File: src/rtl/mips_cpu_pkg.sv
// rtl/mips_cpu_pkg.sv - shared types for the MIPS core memory port
package mips_cpu_pkg;

  typedef enum logic [1:0] {SZ_BYTE, SZ_HALF, SZ_WORD, SZ_DWORD} mem_size_t;

  typedef enum logic [1:0] {IDLE, REQ, RESP} mem_port_state_t;

  // Low address bits that must be zero for a naturally aligned access.
  function automatic logic [2:0] size_low_mask(input mem_size_t size);
    case (size)
      SZ_BYTE: return 3'd0;
      SZ_HALF: return 3'd1;
      SZ_WORD: return 3'd3;
      default: return 3'd7;
    endcase
  endfunction

endpackage

File: src/rtl/mips_cpu_mem_lane.sv
// rtl/mips_cpu_mem_lane.sv - byteenable generation, store lane steering, load extract/extend
module mips_cpu_mem_lane
  import mips_cpu_pkg::*;
#(
  parameter int DATA_W = 32
) (
  input  logic [$clog2(DATA_W/8)-1:0] lane,
  input  mem_size_t                   size,
  input  logic                        is_signed,
  input  logic [DATA_W-1:0]           wdata,
  input  logic [DATA_W-1:0]           rdata,
  output logic [DATA_W/8-1:0]         be,
  output logic [DATA_W-1:0]           wdata_lane,
  output logic [DATA_W-1:0]           rdata_ext
);

  localparam int BE_W = DATA_W / 8;

  logic [BE_W-1:0]   mask;
  logic [DATA_W-1:0] shifted;
  logic              sign;

  always_comb begin
    case (size)
      SZ_BYTE: mask = BE_W'(1);
      SZ_HALF: mask = BE_W'(3);
      SZ_WORD: mask = BE_W'(15);
      default: mask = '1;
    endcase
  end

  assign be         = mask << lane;
  assign wdata_lane = wdata << {lane, 3'b000};
  assign shifted    = rdata >> {lane, 3'b000};

  always_comb begin
    case (size)
      SZ_BYTE: sign = shifted[7];
      SZ_HALF: sign = shifted[15];
      SZ_WORD: sign = shifted[31];
      default: sign = shifted[DATA_W-1];
    endcase
  end

  // Bytes beyond the access width are filled with the sign (or zero).
  always_comb begin
    rdata_ext = '0;
    for (int i = 0; i < BE_W; i++)
      rdata_ext[8*i +: 8] = mask[i] ? shifted[8*i +: 8] : {8{sign & is_signed}};
  end

endmodule

File: src/rtl/mips_cpu_mem_port.sv
// rtl/mips_cpu_mem_port.sv - Avalon-MM master port for the multicycle MIPS core
// Define MIPS_MEM_MISALIGN_TRAP_EN to trap misaligned/illegal-size requests instead of aligning them.
module mips_cpu_mem_port
  import mips_cpu_pkg::*;
#(
  parameter int ADDR_W = 32,
  parameter int DATA_W = 32
) (
  input  logic                clk,
  input  logic                reset,
  input  logic                req_valid,
  output logic                req_ready,
  input  logic                req_write,
  input  logic [1:0]          req_size,
  input  logic                req_signed,
  input  logic [ADDR_W-1:0]   req_addr,
  input  logic [DATA_W-1:0]   req_wdata,
  output logic                rsp_valid,
  output logic [DATA_W-1:0]   rsp_rdata,
  output logic                rsp_err,
  output logic [ADDR_W-1:0]   address,
  output logic                read,
  output logic                write,
  input  logic                waitrequest,
  output logic [DATA_W-1:0]   writedata,
  output logic [DATA_W/8-1:0] byteenable,
  input  logic [DATA_W-1:0]   readdata
);

  localparam int BE_W = DATA_W / 8;
  localparam int LB   = $clog2(BE_W);

  mem_port_state_t state, state_next;
  logic            write_q, signed_q;
  mem_size_t       size_q, eff_size, size_sel;
  logic [LB-1:0]   lane_q, req_lane, lane_sel;
  logic            accept, illegal, misaligned;
  logic [BE_W-1:0]   lane_be;
  logic [DATA_W-1:0] lane_wdata, lane_rdata;

  assign req_ready = (state == IDLE) && !reset;
  assign accept    = req_valid && req_ready;
  assign illegal   = (DATA_W == 32) && (mem_size_t'(req_size) == SZ_DWORD);

`ifdef MIPS_MEM_MISALIGN_TRAP_EN
  assign eff_size   = mem_size_t'(req_size);
  assign req_lane   = req_addr[LB-1:0];
  assign misaligned = illegal || (|(req_lane & LB'(size_low_mask(eff_size))));
`else
  assign eff_size   = illegal ? SZ_WORD : mem_size_t'(req_size);
  assign req_lane   = req_addr[LB-1:0] & ~LB'(size_low_mask(eff_size));
  assign misaligned = 1'b0;
`endif

  // The lane helper serves the incoming request in IDLE and the held one in RESP.
  assign lane_sel = (state == IDLE) ? req_lane : lane_q;
  assign size_sel = (state == IDLE) ? eff_size : size_q;

  mips_cpu_mem_lane #(.DATA_W(DATA_W)) u_lane (
    .lane       (lane_sel),
    .size       (size_sel),
    .is_signed  (signed_q),
    .wdata      (req_wdata),
    .rdata      (readdata),
    .be         (lane_be),
    .wdata_lane (lane_wdata),
    .rdata_ext  (lane_rdata)
  );

  assign read  = (state == REQ) && !write_q;
  assign write = (state == REQ) && write_q;

  always_ff @(posedge clk) begin
    if (reset) state <= IDLE;
    else       state <= state_next;
  end

  always_comb begin
    state_next = state;
    case (state)
      IDLE:    if (accept && !misaligned) state_next = REQ;
      REQ:     if (!waitrequest) state_next = write_q ? IDLE : RESP;
      RESP:    state_next = IDLE;
      default: state_next = IDLE;
    endcase
  end

  always_ff @(posedge clk) begin
    if (reset) begin
      address    <= '0;
      byteenable <= '0;
      writedata  <= '0;
      rsp_valid  <= 1'b0;
      rsp_rdata  <= '0;
      rsp_err    <= 1'b0;
      write_q    <= 1'b0;
      signed_q   <= 1'b0;
      size_q     <= SZ_BYTE;
      lane_q     <= '0;
    end else begin
      rsp_valid <= 1'b0;
      case (state)
        IDLE: if (accept) begin
          if (misaligned) begin
            rsp_valid <= 1'b1;
            rsp_err   <= 1'b1;
            rsp_rdata <= '0;
          end else begin
            address    <= {req_addr[ADDR_W-1:LB], {LB{1'b0}}};
            byteenable <= lane_be;
            writedata  <= lane_wdata;
            write_q    <= req_write;
            signed_q   <= req_signed;
            size_q     <= eff_size;
            lane_q     <= req_lane;
          end
        end
        REQ: if (!waitrequest && write_q) begin
          rsp_valid <= 1'b1;
          rsp_err   <= 1'b0;
          rsp_rdata <= '0;
        end
        RESP: begin
          rsp_valid <= 1'b1;
          rsp_err   <= 1'b0;
          rsp_rdata <= lane_rdata;
        end
        default: ;
      endcase
    end
  end

endmodule

File: config.mk
export PLATFORM = sky130hd
export DESIGN_NAME = mips_cpu_mem_port
export DESIGN_NICKNAME = d
export VERILOG_FILES = /design/src/rtl/mips_cpu_pkg.sv /design/src/rtl/mips_cpu_mem_lane.sv /design/src/rtl/mips_cpu_mem_port.sv
export SDC_FILE = /design/constraint.sdc
export NUM_CORES = 1
export LEC_CHECK = 0
export ABC_AREA = 0
export CAP_MARGIN = 25
export CORE_MARGIN = 10
export CORE_UTILIZATION = 50
export CTS_CLUSTER_DIAMETER = 150
export CTS_CLUSTER_SIZE = 16
export DETAILED_ROUTE_END_ITERATION = 6
export DONT_BUFFER_PORTS = 1
export HOLD_SLACK_MARGIN = 0.03
export PLACE_DENSITY = 0.75
export SLEW_MARGIN = 25
export SYNTH_ARGS = -nofsm -noshare
export SYNTH_HDL_FRONTEND = slang
export SYNTH_HIERARCHICAL = 1
export SYNTH_SLANG_ARGS = --single-unit
File: constraint.sdc
create_clock -name clk -period 3.1 [get_ports clk]
set_input_delay 0.62 -clock clk [delete_from_list [all_inputs] [get_ports clk]]
set_output_delay 0.62 -clock clk [all_outputs]
set_load 0.01 [all_outputs]
**Word level (Yosys, flattened, before mapping)**

Index checks and enable logic that the tools add are counted.

- Word-level logic and storage cells: 61
- Output and inout bits: 105
- Flip-flop bits (word level): 108
- Input port bits: 104

- Muxes and demuxes: 20
- Bitwise logic cells: 3
- Shifts and indexed selects: 3
- Equality and inequality tests: 9
- Reduce and logical (&&, ||, !) cells: 15

Operators by type and width:

| kind | number |
|---|---|
| 32-bit case mux with 2 select lines | 1 |
| 32-bit two-way mux | 1 |
| 8-bit two-way mux | 4 |
| 32-bit by 5-bit << shifter with 32-bit output | 1 |
| 32-bit by 5-bit right shift with 32-bit output | 1 |
| 2-bit two-way mux | 6 |
| 4-bit case mux with 2 select lines | 1 |
| 2-bit by 1-bit equality test with 1-bit output (second input constant) | 3 |
| 2-bit equality test (second input constant) | 3 |
| 2-bit zero test | 3 |
| 1-bit case mux with 2 select lines | 3 |
| 2-bit case mux with 3 select lines | 1 |
| 2-bit AND reduction | 3 |
| 1-bit logical AND | 5 |
| 2-bit != test (second input constant) | 2 |
| 2-bit case mux with 2 select lines | 1 |
| 4-bit by 2-bit << shifter with 4-bit output | 1 |
| 1-bit zero test | 3 |
| 2-bit bitwise AND | 1 |
| 1-bit two-way mux | 2 |
| 2-bit by 1-bit != test with 1-bit output (second input constant) | 1 |
| 2-bit NOT | 1 |
| 2-bit nonzero test | 1 |
| 1-bit bitwise AND | 1 |

**Logic depth before layout (Yosys ltp)**

- Depth in word-level cells: 12
- Gate-level depth with buffers: 12
- Depth with buffers taken out: 9

**Cells and area by module**

The synthesis kept the hierarchy.

By module, submodules not included:

| module | sequential area each (sq um) | area each (sq um) | cells each | times used |
|---|---|---|---|---|
| mips_cpu_mem_port | 2142.1 | 4240.3 | 501 | 1 |
| mips_cpu_mem_lane | 0.0 | 1447.6 | 206 | 1 |

**Worst setup path after synthesis**

No wires, ideal clock.

- Kind: register -> register
- Start: reg state[0]
- End: reg rsp_rdata[10]
- Setup slack: 776 ps
- Arrival time: 2192 ps
- Stages on the path, launching flop included: 10
- Clock period less this slack: 2324 ps
- Data required time: 2968 ps
- Library setup time: 132 ps
- Buffers on the path: 1
- Cells stage by stage: dfxtp_1 inv_1 ha_1 buf_2 o21ai_0 inv_1 a311oi_4 a21oi_1 o211ai_1 a21oi_1

- Word-level cells in the longest chain between the ends: 7
- Elaborated cells between the ends (all ways): 16
- Those cells by class: eq/ne (4); shift (1); mux (6); bitwise (1); reduce/logical (4)

Ends and longest elaborated chain:

| element | RTL line | RTL |
|---|---|---|
| start, declared | mips_cpu_mem_port.sv:33 | `mem_port_state_t state, state_next;` |
| start signal, assigned | mips_cpu_mem_port.sv:75 | `else state <= state_next;` |
| 2-bit zero test * | mips_cpu_mem_port.sv:56 | `assign lane_sel = (state == IDLE) ? req_lane : lane_q;` |
| 2-bit two-way mux * | mips_cpu_mem_port.sv:56 |  |
| net lane_sel[0] | mips_cpu_mem_port.sv:36 | `logic [LB-1:0] lane_q, req_lane, lane_sel;` |
| 32-bit by 5-bit right shift with 32-bit output * | mips_cpu_mem_lane.sv:34 | `assign shifted = rdata >> {lane, 3'b000};` |
| 1-bit case mux with 2 select lines | mips_cpu_mem_lane.sv:37 | `case (size)` |
| 1-bit bitwise AND | mips_cpu_mem_lane.sv:49 | `rdata_ext[8*i +: 8] = mask[i] ? shifted[8*i +: 8] : {8{sign & is_signed}};` |
| 8-bit two-way mux * | mips_cpu_mem_lane.sv:49 |  |
| net lane_rdata[10] | mips_cpu_mem_port.sv:39 | `logic [DATA_W-1:0] lane_wdata, lane_rdata;` |
| 32-bit case mux with 2 select lines * | mips_cpu_mem_port.sv:102 | `case (state)` |
| end signal, assigned | mips_cpu_mem_port.sv:126 | `rsp_rdata <= lane_rdata;` |
| end, declared | mips_cpu_mem_port.sv:19 | `output logic [DATA_W-1:0] rsp_rdata,` |

The timed path passes the listed nets; every way through them passes the cells marked *.
A chain may end at the register's enable or synchronous reset.

**Worst setup path after layout**

Same ends and word-level chain as after synthesis.

==> qor.txt <==
Outcome: complete, no violations
Crit path time final: 2.65 ns
Synth Cell Area: 5690 µm²
Startpoint types: flop
Cells after DPL: 794
Post-route clock period utilization: 85.5%
DIE WIDTH: 127 µm
Routability congestion estimate: 0.915
Worst Setup EP: rsp_rdata[10]
Most frequent cells in the layout: 173 x nand2_1, 107 x dfxtp_1, 73 x nand3b_1, 52 x a21oi_1, 35 x nand3_1
Residual DRC: 0
R2R Setup Slk: 0.45 ns
Critical path depth: 10
Crit-path max cell delay: 0.44 ns
Clock Skews: 0.00542 ns
CP Class: reg2reg
Total power: 3420 µW
Max-cap violations: 0
Vias in the first global route: 4648
Max clock buf depth: 2
Die height: 127 µm
CP Launch Point: state[0]
Post-CTS sizing: 0
Post-synthesis sequential area ratio: 37.7%
Wire length per cell: 20.8 µm
IO Port Bufs: 0
Via Count: 4948
Clock Latency Late Sink: 0.35 ns
Setup tns final: 0 ns
CP delay by family, top: compound AO/OA/AOI/OAI gates
Die Area: 16000 µm²
Slew @ Worst Pin: 0.680 ns
Cells after synthesis: 707
EDFF count, synth: 0
Critical path endpoint category: flop
Critical path arrival: 2.88 ns
Global-route wire length before repair: 26300 µm
Root Driver: clkbuf_16
Commonest non-fill, non-tap cell in the layout: nand2_1
Non-filler instance count after layout: 810
CTS Buf Count: 9
Setup bufs post-CTS: 0
Hold Crit Class: in2reg
Antenna violations before repair: 0
Ports: 209
Clock transition at path regs: 0.07 ns
Synthesized area per cell: 8.05 µm²
CTS tree: yes
# H-tree levels: 3
Final Hold Violating Endpoints: 0
Worst slew margin: 54.7%
Total wire length: 16900 µm
DR pass1 iterations: 5
Post-CTS Hold Buffers: 0
Cell row count: 38
P per Cell Area: 575 nW/µm²
Buffers and inverters on the worst path: 3
Worst IR Drop VDD: 0.000350 V
Placed wire-length estimate: 12000 µm
Reg2reg start: state[0]
Yosys cell types: 45
RSZ-0062 raised after global routing: false
Main synth FF type: dfxtp_1
Antenna viol nets, final: 0
Setup WS pre-CTS: 0.509 ns
Antenna fix cells: 0
Leakage: 0.00235 µW
Area Overhead vs Synth: 4.53%
Endpoints failing setup: 0
Crit Path Max Fanout: 31
Core area: 11000 µm²
Synthesized flop and latch total: 107
Total track usage: 19.6%
Largest net degree at the start of global routing: 111
Initial Util: 51.8%
Final net count: 772
Final max-slew violation count: 0
Fmax: 377 MHz
YS warnings: 6
Worst R2R End: rsp_rdata[10]
# clock sinks: 107
R2r worst-path depth: 10
GRT overflow: 0
Crit-path cells: inv_1 -> ha_1 -> nand3_1 -> o21ai_4 -> buf_4 -> inv_1 -> a311oi_4 -> a21oi_1 -> o211ai_1 -> a21oi_1
Final worst slack: 0.448 ns
Slowest-stage cell, CP: ha_1
Post-synth ARST share: 0%
Layout cells sized above 1: 9.40%
1st-iter DRT viols: 522
Vias per inst: 6.11
Worst EP required: 3.33 ns
## metal layers
metal	global-route usage [%]	share of wire, %
met5	0	0
met4	6.83	2.1
met3	7.96	12
met2	29.8	46
met1	24.5	40
## stage by stage
| stage | instance area [µm²] | utilization, % | hold slack [ns] |
|---|---|---|---|
| after global routing | 5950 | 54.1 | 0.326 |
| final | 5950 | 54.1 | 0.331 |
| after floorplan | 5700 | - | 0.434 |
| after global placement | 5600 | 51.0 | 0.442 |
| after detailed placement | 5600 | 51.0 | 0.449 |
| after CTS | 5950 | 54.1 | 0.322 |
## state kept, by name (all words and copies together) (netlist names)
name        flops
signed_q        1
writedata      32
write_q         1
rsp_rdata      32
rsp_valid       1
size_q          2
byteenable      4
state           2
lane_q          2
address        30
## report_power, final
group / total [µW] / switching, µW / internal (µW)
clock network: 1330 / 533 / 797
logic: 501 / 301 / 199
registers: 1590 / 118 / 1470
## logic make-up (layout without fill, tap and decap cells)
group	count (synthesis)	count (layout)	share of synthesized area [%]
xor+xnor	1	1	0.154
fa+ha+maj	3	3	0.660
other cells	1	3	0.0659
mux	42	42	8.01
flops	107	107	37.7
simple gates	352	352	32.1
buf+inv	75	36	7.28
compound gates	126	126	14.1
## worst min-delay path by stage
stage                   start   endpoint  slack (ns)  cells after the start
global placement    lane_q[1]  lane_q[1]        0.44                      2
CTS                     reset   state[1]        0.32                      1
finish                  reset   state[1]        0.33                      1
detailed placement  lane_q[1]  lane_q[1]        0.45                      2
global route            reset   state[1]        0.33                      1
floorplan           lane_q[1]  lane_q[1]        0.43                      2
## synthesized netlist by cell type, types with 3 or more instances
library cell	count	area, µm²
o211ai_1	32	240
clkbuf_1	22	82.6
a211oi_1	9	67.6
nor2_1	17	63.8
and2_1	10	62.6
o21ai_0	4	20.0
buf_2	28	140
a221oi_1	6	52.6
buf_4	10	75.1
dfxtp_1	107	2140
nand3b_1	73	548
buf_6	8	90.1
a21oi_1	52	260
nor2b_1	13	81.3
nand3_1	35	175
o21ai_1	15	75.1
mux2i_1	23	230
mux2_2	16	180
inv_1	5	18.8
mux2_4	3	45.0
ha_1	3	37.5
nand2_1	173	649
nand4_1	15	93.8
## cell type report
type / instances / area (µm²)
clock buffer: 9 / 225
clock inverter: 7 / 121
fill: 1033 / 5040
inverter: 6 / 22.5
multi-input combinational: 527 / 3150
sequential: 107 / 2140
tap: 140 / 175
timing repair buffer: 14 / 105
Power figures use the tool's default switching activity.
